===== src/rtl/ibf_extract_pipe.sv =====
// Mode-driven field extractor: per-mode {en, offset, len} lookup from a
// double-buffered config table, unit-granular log shifter with selectable
// pipeline registers, length mask, drop counting, credit-throttled input and
// a show-ahead output FIFO.
module ibf_extract_pipe #(
  parameter int unsigned DATA_WIDTH = 64,
  parameter int unsigned OUT_WIDTH  = 16,
  parameter int unsigned UNIT       = 8,
  parameter int unsigned MODE_WIDTH = 2,
  parameter logic [$clog2(DATA_WIDTH/UNIT)-1:0] PIPED_MASK = 3'b101,
  parameter int unsigned FIFO_DEPTH = 8,
  localparam int unsigned SH_STAGES = $clog2(DATA_WIDTH/UNIT),
  localparam int unsigned OFF_W     = SH_STAGES,
  localparam int unsigned LEN_W     = $clog2(OUT_WIDTH/UNIT) + 1,
  localparam int unsigned CFG_W     = 1 + OFF_W + LEN_W
) (
  input  logic                  clk,
  input  logic                  rst_n,
  input  logic                  valid_i,
  output logic                  ready_o,
  input  logic [MODE_WIDTH-1:0] mode_i,
  input  logic [DATA_WIDTH-1:0] data_i,
  output logic                  valid_o,
  input  logic                  ready_i,
  output logic [OUT_WIDTH-1:0]  data_o,
  output logic [MODE_WIDTH-1:0] mode_o,
  input  logic                  cfg_wr_en,
  input  logic [MODE_WIDTH-1:0] cfg_wr_mode,
  input  logic [CFG_W-1:0]      cfg_wr_data,
  input  logic                  cfg_commit,
  output logic [15:0]           drop_cnt
);

  localparam int unsigned NUM_MODES = 2 ** MODE_WIDTH;
  localparam int unsigned OUT_UNITS = OUT_WIDTH / UNIT;
  localparam int unsigned PTR_W     = (FIFO_DEPTH > 1) ? $clog2(FIFO_DEPTH) : 1;
  localparam int unsigned CNT_W     = $clog2(FIFO_DEPTH + 1);
  localparam int unsigned OCC_W     = $clog2(FIFO_DEPTH + SH_STAGES + 3) + 1;

  // Beat plus the config it was accepted with; travels through the shifter.
  typedef struct packed {
    logic                  valid;
    logic                  en;
    logic [OFF_W-1:0]      off;
    logic [LEN_W-1:0]      len;
    logic [MODE_WIDTH-1:0] mode;
    logic [DATA_WIDTH-1:0] data;
  } beat_t;

  typedef struct packed {
    logic                  valid;
    logic                  en;
    logic [MODE_WIDTH-1:0] mode;
    logic [OUT_WIDTH-1:0]  data;
  } exit_t;

  typedef logic [MODE_WIDTH+OUT_WIDTH-1:0] ent_t;

  // ---------------------------------------------------------------------------
  // Config tables
  // ---------------------------------------------------------------------------
  logic [CFG_W-1:0] shadow_q [NUM_MODES];
  logic [CFG_W-1:0] shadow_d [NUM_MODES];
  logic [CFG_W-1:0] active_q [NUM_MODES];
  logic [CFG_W-1:0] active_d [NUM_MODES];

  // Shadow write; commit copies the post-write shadow so a same-cycle write lands.
  always_comb begin
    shadow_d = shadow_q;
    if (cfg_wr_en) shadow_d[cfg_wr_mode] = cfg_wr_data;
    active_d = active_q;
    if (cfg_commit) active_d = shadow_d;
  end

  // Table registers.
  always_ff @(posedge clk or negedge rst_n) begin
    if (!rst_n) begin
      for (int i = 0; i < NUM_MODES; i++) begin
        shadow_q[i] <= '0;
        active_q[i] <= '0;
      end
    end else begin
      shadow_q <= shadow_d;
      active_q <= active_d;
    end
  end

  // ---------------------------------------------------------------------------
  // Input register
  // ---------------------------------------------------------------------------
  logic  accept;
  beat_t in_q, in_d;

  assign accept = valid_i & ready_o;

  // Capture beat with its active-table entry; old table applies on a commit edge.
  always_comb begin
    in_d       = in_q;
    in_d.valid = accept;
    if (accept) begin
      in_d.en   = active_q[mode_i][CFG_W-1];
      in_d.off  = active_q[mode_i][LEN_W +: OFF_W];
      in_d.len  = active_q[mode_i][LEN_W-1:0];
      in_d.mode = mode_i;
      in_d.data = data_i;
    end
  end

  // Input beat register.
  always_ff @(posedge clk or negedge rst_n) begin
    if (!rst_n) in_q <= '0;
    else        in_q <= in_d;
  end

  // ---------------------------------------------------------------------------
  // Log shifter with optional per-stage registers
  // ---------------------------------------------------------------------------
  beat_t pipe_q [SH_STAGES];
  beat_t pipe_d [SH_STAGES];
  beat_t last;

  // Stage k shifts by 2^k units; a piped stage hands the next stage its register.
  always_comb begin
    beat_t cur;
    cur = in_q;
    for (int k = 0; k < SH_STAGES; k++) begin
      if (cur.off[k]) cur.data = cur.data >> ((1 << k) * UNIT);
      pipe_d[k] = cur;
      if (PIPED_MASK[k]) cur = pipe_q[k];
    end
    last = cur;
  end

  // Stage registers; unpiped slots stay at their reset value.
  always_ff @(posedge clk or negedge rst_n) begin
    if (!rst_n) begin
      for (int k = 0; k < SH_STAGES; k++) pipe_q[k] <= '0;
    end else begin
      for (int k = 0; k < SH_STAGES; k++) begin
        if (PIPED_MASK[k]) pipe_q[k] <= pipe_d[k];
      end
    end
  end

  // ---------------------------------------------------------------------------
  // Length mask and exit register
  // ---------------------------------------------------------------------------
  logic [OUT_WIDTH-1:0] field_mask;
  exit_t                exit_q, exit_d;
  logic                 unused_last;

  assign unused_last = ^{last.off, last.data};

  // len of zero or at least a full field keeps every output bit.
  always_comb begin
    field_mask = '1;
    if ((last.len != '0) && (32'(last.len) < OUT_UNITS)) begin
      for (int i = 0; i < OUT_WIDTH; i++) begin
        field_mask[i] = (32'(i) < 32'(last.len) * UNIT);
      end
    end
    exit_d.valid = last.valid;
    exit_d.en    = last.en;
    exit_d.mode  = last.mode;
    exit_d.data  = last.data[OUT_WIDTH-1:0] & field_mask;
  end

  // Exit register: the beat leaves the pipeline from here.
  always_ff @(posedge clk or negedge rst_n) begin
    if (!rst_n) exit_q <= '0;
    else        exit_q <= exit_d;
  end

  // ---------------------------------------------------------------------------
  // Output FIFO and drop counter
  // ---------------------------------------------------------------------------
  ent_t             mem_q [FIFO_DEPTH];
  ent_t             mem_d [FIFO_DEPTH];
  logic [PTR_W-1:0] wr_ptr_q, wr_ptr_d, rd_ptr_q, rd_ptr_d;
  logic [CNT_W-1:0] cnt_q, cnt_d;
  logic [15:0]      drop_q, drop_d;
  logic             push, pop;

  assign push    = exit_q.valid & exit_q.en;
  assign valid_o = (cnt_q != '0);
  assign pop     = valid_o & ready_i;
  assign {mode_o, data_o} = mem_q[rd_ptr_q];
  assign drop_cnt = drop_q;

  // FIFO pointers/count and saturating drop count.
  always_comb begin
    mem_d    = mem_q;
    wr_ptr_d = wr_ptr_q;
    rd_ptr_d = rd_ptr_q;
    if (push) begin
      mem_d[wr_ptr_q] = {exit_q.mode, exit_q.data};
      wr_ptr_d = (wr_ptr_q == PTR_W'(FIFO_DEPTH - 1)) ? '0 : wr_ptr_q + 1'b1;
    end
    if (pop) begin
      rd_ptr_d = (rd_ptr_q == PTR_W'(FIFO_DEPTH - 1)) ? '0 : rd_ptr_q + 1'b1;
    end
    cnt_d = cnt_q + CNT_W'(push) - CNT_W'(pop);
    drop_d = drop_q;
    if (exit_q.valid && !exit_q.en && (drop_q != 16'hFFFF)) drop_d = drop_q + 16'd1;
  end

  // FIFO and counter registers.
  always_ff @(posedge clk or negedge rst_n) begin
    if (!rst_n) begin
      for (int i = 0; i < FIFO_DEPTH; i++) mem_q[i] <= '0;
      wr_ptr_q <= '0;
      rd_ptr_q <= '0;
      cnt_q    <= '0;
      drop_q   <= '0;
    end else begin
      mem_q    <= mem_d;
      wr_ptr_q <= wr_ptr_d;
      rd_ptr_q <= rd_ptr_d;
      cnt_q    <= cnt_d;
      drop_q   <= drop_d;
    end
  end

  // ---------------------------------------------------------------------------
  // Credit: every registered beat plus FIFO entries, never from ready_i/valid_i
  // ---------------------------------------------------------------------------
  logic [OCC_W-1:0] occ;

  // Count registered in-flight beats; a dropped beat's credit frees at exit.
  always_comb begin
    occ = OCC_W'(cnt_q) + OCC_W'(in_q.valid) + OCC_W'(exit_q.valid);
    for (int k = 0; k < SH_STAGES; k++) begin
      if (PIPED_MASK[k]) occ = occ + OCC_W'(pipe_q[k].valid);
    end
  end

  assign ready_o = (occ < OCC_W'(FIFO_DEPTH));

endmodule


===== config.mk =====
export PLATFORM = sky130hd
export DESIGN_NAME = ibf_extract_pipe
export DESIGN_NICKNAME = d
export VERILOG_FILES = /design/src/rtl/ibf_extract_pipe.sv
export SDC_FILE = /design/constraint.sdc
export NUM_CORES = 1
export LEC_CHECK = 0
export CORE_MARGIN = 2
export CORE_UTILIZATION = 25
export CTS_CLUSTER_DIAMETER = 60
export CTS_CLUSTER_SIZE = 16
export DETAILED_ROUTE_END_ITERATION = 10
export DONT_BUFFER_PORTS = 1
export SLEW_MARGIN = 5
export SYNTH_ARGS = -nofsm -noshare
export SYNTH_HDL_FRONTEND = slang
export SYNTH_SLANG_ARGS = --single-unit

===== constraint.sdc =====
create_clock -name clk -period 2.5 [get_ports clk]
set_input_delay 0.625 -clock clk [delete_from_list [all_inputs] [get_ports clk]]
set_output_delay 0.625 -clock clk [all_outputs]
set_load 0.1 [all_outputs]

# Word-level counts from Yosys, hierarchy flattened
# Cells that the tools add are included.
[word_totals]
elab_cells = 112
register_bits = 406
in_bits = 80
[op_classes]
mux = 19
n_reduce_logical = 8
eq_ne = 3
bitwise = 8
add_sub_neg = 9
order_cmp = 24
[op_table]
columns = ["operator", "count"]
rows = [
  ["144-bit bitwise mux", 1],
  ["64-bit two-way mux", 1],
  ["18-bit binary-select mux with 3-bit select", 1],
  ["18-bit demux with 3-bit select", 1],
  ["18-bit two-way mux", 3],
  ["48-bit two-way mux", 1],
  ["4-bit by 5-bit < comparator with 1-bit output (first input constant)", 8],
  ["16-bit two-way mux", 2],
  ["24-bit bitwise mux", 1],
  ["24-bit two-way mux", 1],
  ["3-bit by 5-bit < comparator with 1-bit output (first input constant)", 4],
  ["6-bit two-way mux", 3],
  ["16-bit by 1-bit adder with 16-bit output (second input constant)", 1],
  ["16-bit AND", 1],
  ["16-bit inequality test (second input constant)", 1],
  ["5-bit by 1-bit adder with 5-bit output", 3],
  ["6-bit binary-select mux with 2-bit select", 1],
  ["6-bit demux with 2-bit select", 1],
  ["1-bit by 5-bit < comparator with 1-bit output (first input constant)", 2],
  ["2-bit by 5-bit < comparator with 1-bit output (first input constant)", 2],
  ["4-bit >= comparator (second input constant)", 2],
  ["3-bit inverter with 4-bit output", 2],
  ["3-bit by 1-bit adder with 3-bit output (second input constant)", 2],
  ["3-bit equality test (second input constant)", 2],
  ["other kinds (15)", 24],
]

# Logic depth before layout (Yosys ltp)
[logic_depth]
word_depth = 7
depth_mapped = 11

# Worst setup path after synthesis
# OpenSTA, ideal clock, no wires.
[synth_path]
path_type = "register to output"
from = "reg in_q[72] in the netlist's numbering"
to = "out ready_o"
arrival_time_ns = 2.831
required_ns = 1.875
setup_slack_ns = -0.956
n_path_buf = 0
stages_incl_launch_ff = 6
cell_sequence = "dfrtp_1 fa_1 ha_1 a211o_1 o21ai_0 o2bb2ai_1"
[synth_between]
elab_chain_len = 5
[synth_lines]
columns = ["item", "line", "rtl"]
rows = [
  ["start, declared", "92", "beat_t in_q, in_d;"],
  ["start signal, assigned", "112", "else in_q <= in_d;"],
  ["4-bit by 1-bit adder with 5-bit output", "231", "occ = OCC_W'(cnt_q) + OCC_W'(in_q.valid) + OCC_W'(exit_q.valid);"],
  ["5-bit by 1-bit adder with 5-bit output", "231", ""],
  ["5-bit by 1-bit adder with 5-bit output (2 in series)", "233", "if (PIPED_MASK[k]) occ = occ + OCC_W'(pipe_q[k].valid);"],
  ["5-bit by 4-bit < comparator with 1-bit output", "237", "assign ready_o = (occ < OCC_W'(FIFO_DEPTH));"],
  ["end, declared", "20", "output logic ready_o,"],
]
# No other way between the ends.

# Final worst setup path
[layout_path]
from = "reg pipe_q (netlist bit exit_d[19])"
to = "out ready_o"
[layout_between]
elab_chain_len = 2
[layout_lines]
columns = ["item", "line", "rtl"]
rows = [
  ["start, declared", "118", "beat_t pipe_q [SH_STAGES];"],
  ["start signal, assigned by index", "140", "if (PIPED_MASK[k]) pipe_q[k] <= pipe_d[k];"],
  ["5-bit by 1-bit adder with 5-bit output", "233", ""],
  ["5-bit by 4-bit < comparator with 1-bit output", "237", ""],
]
# No other way between the ends.

==> metrics <==
outcome finished with violations; failing checks hold timing, setup timing; DR WL/cell 18.41 um; Max stage delay on crit path 0.54 ns; top-count cell post-synth dfrtp_1; first-pass GRT wire length 56930 um; # DRC 0; Post-synth top cells 405 x dfrtp_1, 325 x mux2_2, 58 x mux4_2, 25 x clkbuf_1; Final Hold Slack -0.2088 ns; worst-path cell chain fa_1, ha_1, a211o_1, o21ai_1, o2bb2ai_4, buf_12; I/O Buffers 0; Final Hold Vio Count 197; Seq. cell area 0.01014 mm2; area grow syn2layout 20.42%; WS Path Type reg -> out; worst slack, placed -0.1515 ns; r2r worst-path depth 11; # fillers 6377; synthesized net count 1086; setup violators final 91; DR vias 8412; deepest clock path buffer count 3; post-route setup TNS -25.67 ns; I/O Pins 116; power per cell area 1369 mW/mm2; drt pass-1 iters 4; Post-synth ARST share 1.000; fmax 323.9 MHz; Die Ht 261.5 um; RSZ-0062 raised after global routing true; CP Capture Type primary output; synthesized cell area 0.01658 mm2; synthesized area per cell 16.73 um2; clk sink count 405; final net count 1155; core area 0.06575 mm2; final setup skew 0.02213 ns; row cnt 94; R2R Path End in_q[13]$_DFFE_PN0P_; Net Switching 9.255 mW; Die W 261.5 um; leading post-synthesis cells by cell area dfrtp_1 61%, mux2_2 22%, mux4_2 7.9%; fin crit share 1.235; multi-input logic area 0.006507 mm2; Slew headroom 0.2210; die area 0.06838 mm2; Final WS setup -0.5873 ns; share of layout cells above drive strength 1 0.5051; max-slew violations 0; worst reg2reg setup slack -0.33 ns; Gate power share 0.402; Antenna Nets Post-Route 0; share of total power in the clock network 0.200; H-tree lvl count 2; area leader, netlist dfrtp_1; final core occ 0.3036; GRT Overall Usage 0.1076; Seq/Total Area, Yosys 0.6114; initial core utilization 0.2521; slowest CP cell fa_1; worst-skew pair later-pin latency 0.55 ns; switch share 0.3387; top_reg_cell synth dfrtp_1; antenna violations before repair 0; Post-synth EDFFs 0; CTS tree yes; Pwr Total 27.33 mW; largest net degree at the start of global routing 406; Clock transition at path regs 0.07 ns; design area 0.01996 mm2; Syn Inst Count 991; sequential power share 0.399; maxcap violations 0; placer congestion estimate 0.7346; hold crit path type in -> async; measured slew at the worst slew-check pin 1.169 ns; share of the synthesized area in the top cell type 0.6114; CP Launch Type flip-flop; Leak 8.805 nW; Period minus WS final 3.087 ns; ANT cells 0; Root Buffer clkbuf_16; vias in the first global route 9359; Iteration-0 DRC Markers 363; Worst EP arrival 2.46 ns; CP max FO 2; Int Power 18.07 mW; count of cell types in the netlist 46; RR Startpoint exit_d[19]$_DFF_PN0_; worst path required time 1.88 ns; Yosys warning count 0; WL final 35690 um; register bit total from synthesis 405; Detail Placement HPWL 21660 um; grt ovf 0; DP Area 0.01817 mm2; CTS buffer count 36; IR drop worst, VDD 763.9 uV; Vias/cell 4.338
## critical path, delay by kind of cell (launching register included)
kind            cells  cell delay [ns]
compound gates      3             0.58
fa+ha+maj           2             0.76
flops               1             0.40
buf+inv             1             0.17
## power groups by stage
stage	combinational [mW]	clock [mW]	sequential [mW]
2_1_floorplan	7.24	0	10.5
3_3_place_gp	9.48	0	10.9
3_5_place_dp	9.63	0	11.0
4_1_cts	11.3	5.68	10.9
5_1_grt	11.7	5.94	11.3
6_report	11.0	5.46	10.9
## routing by layer
metal	wire (um)	global-route usage
met2	17810	0.1823
met5	0	0
met3	1218	0.02081
met4	684	0.02936
met1	15980	0.1406
## cells by family (layout without fill, tap and decap cells)
group / Yosys count / after routing / synth area share
AOI/OAI and AO/OA: 20 / 20 / 0.008001
xor gates and xnor gates: 11 / 11 / 0.005812
adders and majority gates: 15 / 15 / 0.01223
buffers and inverters: 59 / 143 / 0.01661
DFF: 405 / 405 / 0.6114
muxes: 403 / 403 / 0.3153
and+or+nand+nor: 78 / 78 / 0.03072
## cell usage in the layout (no fill, tap or decap), types with 10 or more instances in the layout
| cell | count |
|---|---|
| mux4_2 | 58 |
| ha_1 | 13 |
| buf_12 | 24 |
| mux2_4 | 87 |
| dfrtp_1 | 403 |
| buf_4 | 37 |
| mux2_2 | 252 |
| nor2b_1 | 10 |
| clkbuf_16 | 37 |
## worst max-delay path by stage
stage                    startpoint                   end  cells after the start
4_1_cts        exit_d[19]$_DFF_PN0_               ready_o                      7
2_1_floorplan    in_q[72]$_DFF_PN0_               ready_o                      5
3_5_place_dp     in_q[72]$_DFF_PN0_  in_q[45]$_DFFE_PN0P_                      8
5_1_grt        exit_d[19]$_DFF_PN0_               ready_o                      6
3_3_place_gp     in_q[72]$_DFF_PN0_  in_q[13]$_DFFE_PN0P_                      8
6_report       exit_d[19]$_DFF_PN0_               ready_o                      6
## per-stage QoR
| step | instances | hold slack (ns) |
|---|---|---|
| 6_report | 1939 | -0.2088 |
| 4_1_cts | 1943 | -0.2654 |
| 3_3_place_gp | 1862 | 0.3345 |
| 5_1_grt | 1939 | -0.2632 |
| 2_1_floorplan | 991 | 0.3294 |
| 3_5_place_dp | 1862 | 0.3347 |
## registers in the layout, indices dropped and copies added (netlist names)
register,flops
pipe_d,8
wr_ptr_q,3
cnt_q,4
shadow_q,24
in_q,73
exit_d,4
last,18
exit_q,20
active_q,24
mem_q,144
rd_ptr_q,3
pipe_q,64
drop_cnt,16
## area by class of cell
| cell class | count | area share |
|---|---|---|
| flip-flops and latches | 405 | 0.5078 |
| multi-input cells | 527 | 0.3260 |
| repair buffers | 83 | 0.05534 |
| well taps | 864 | 0.05415 |
| clock buffers | 42 | 0.04732 |
| clock inverters | 11 | 0.008085 |
| inverters | 7 | 0.001316 |
## timing repair
| action | CTS | global route |
|---|---|---|
| setup endpoints to repair | 90 | 92 |
| pin swaps | 4 | 1 |
| cloned | 8 | 0 |
| hold endpoints to repair | 405 | 405 |
| gates resized for setup | 103 | 10 |
| setup buffers | 20 | 3 |
Power figures use the tool's default switching activity.
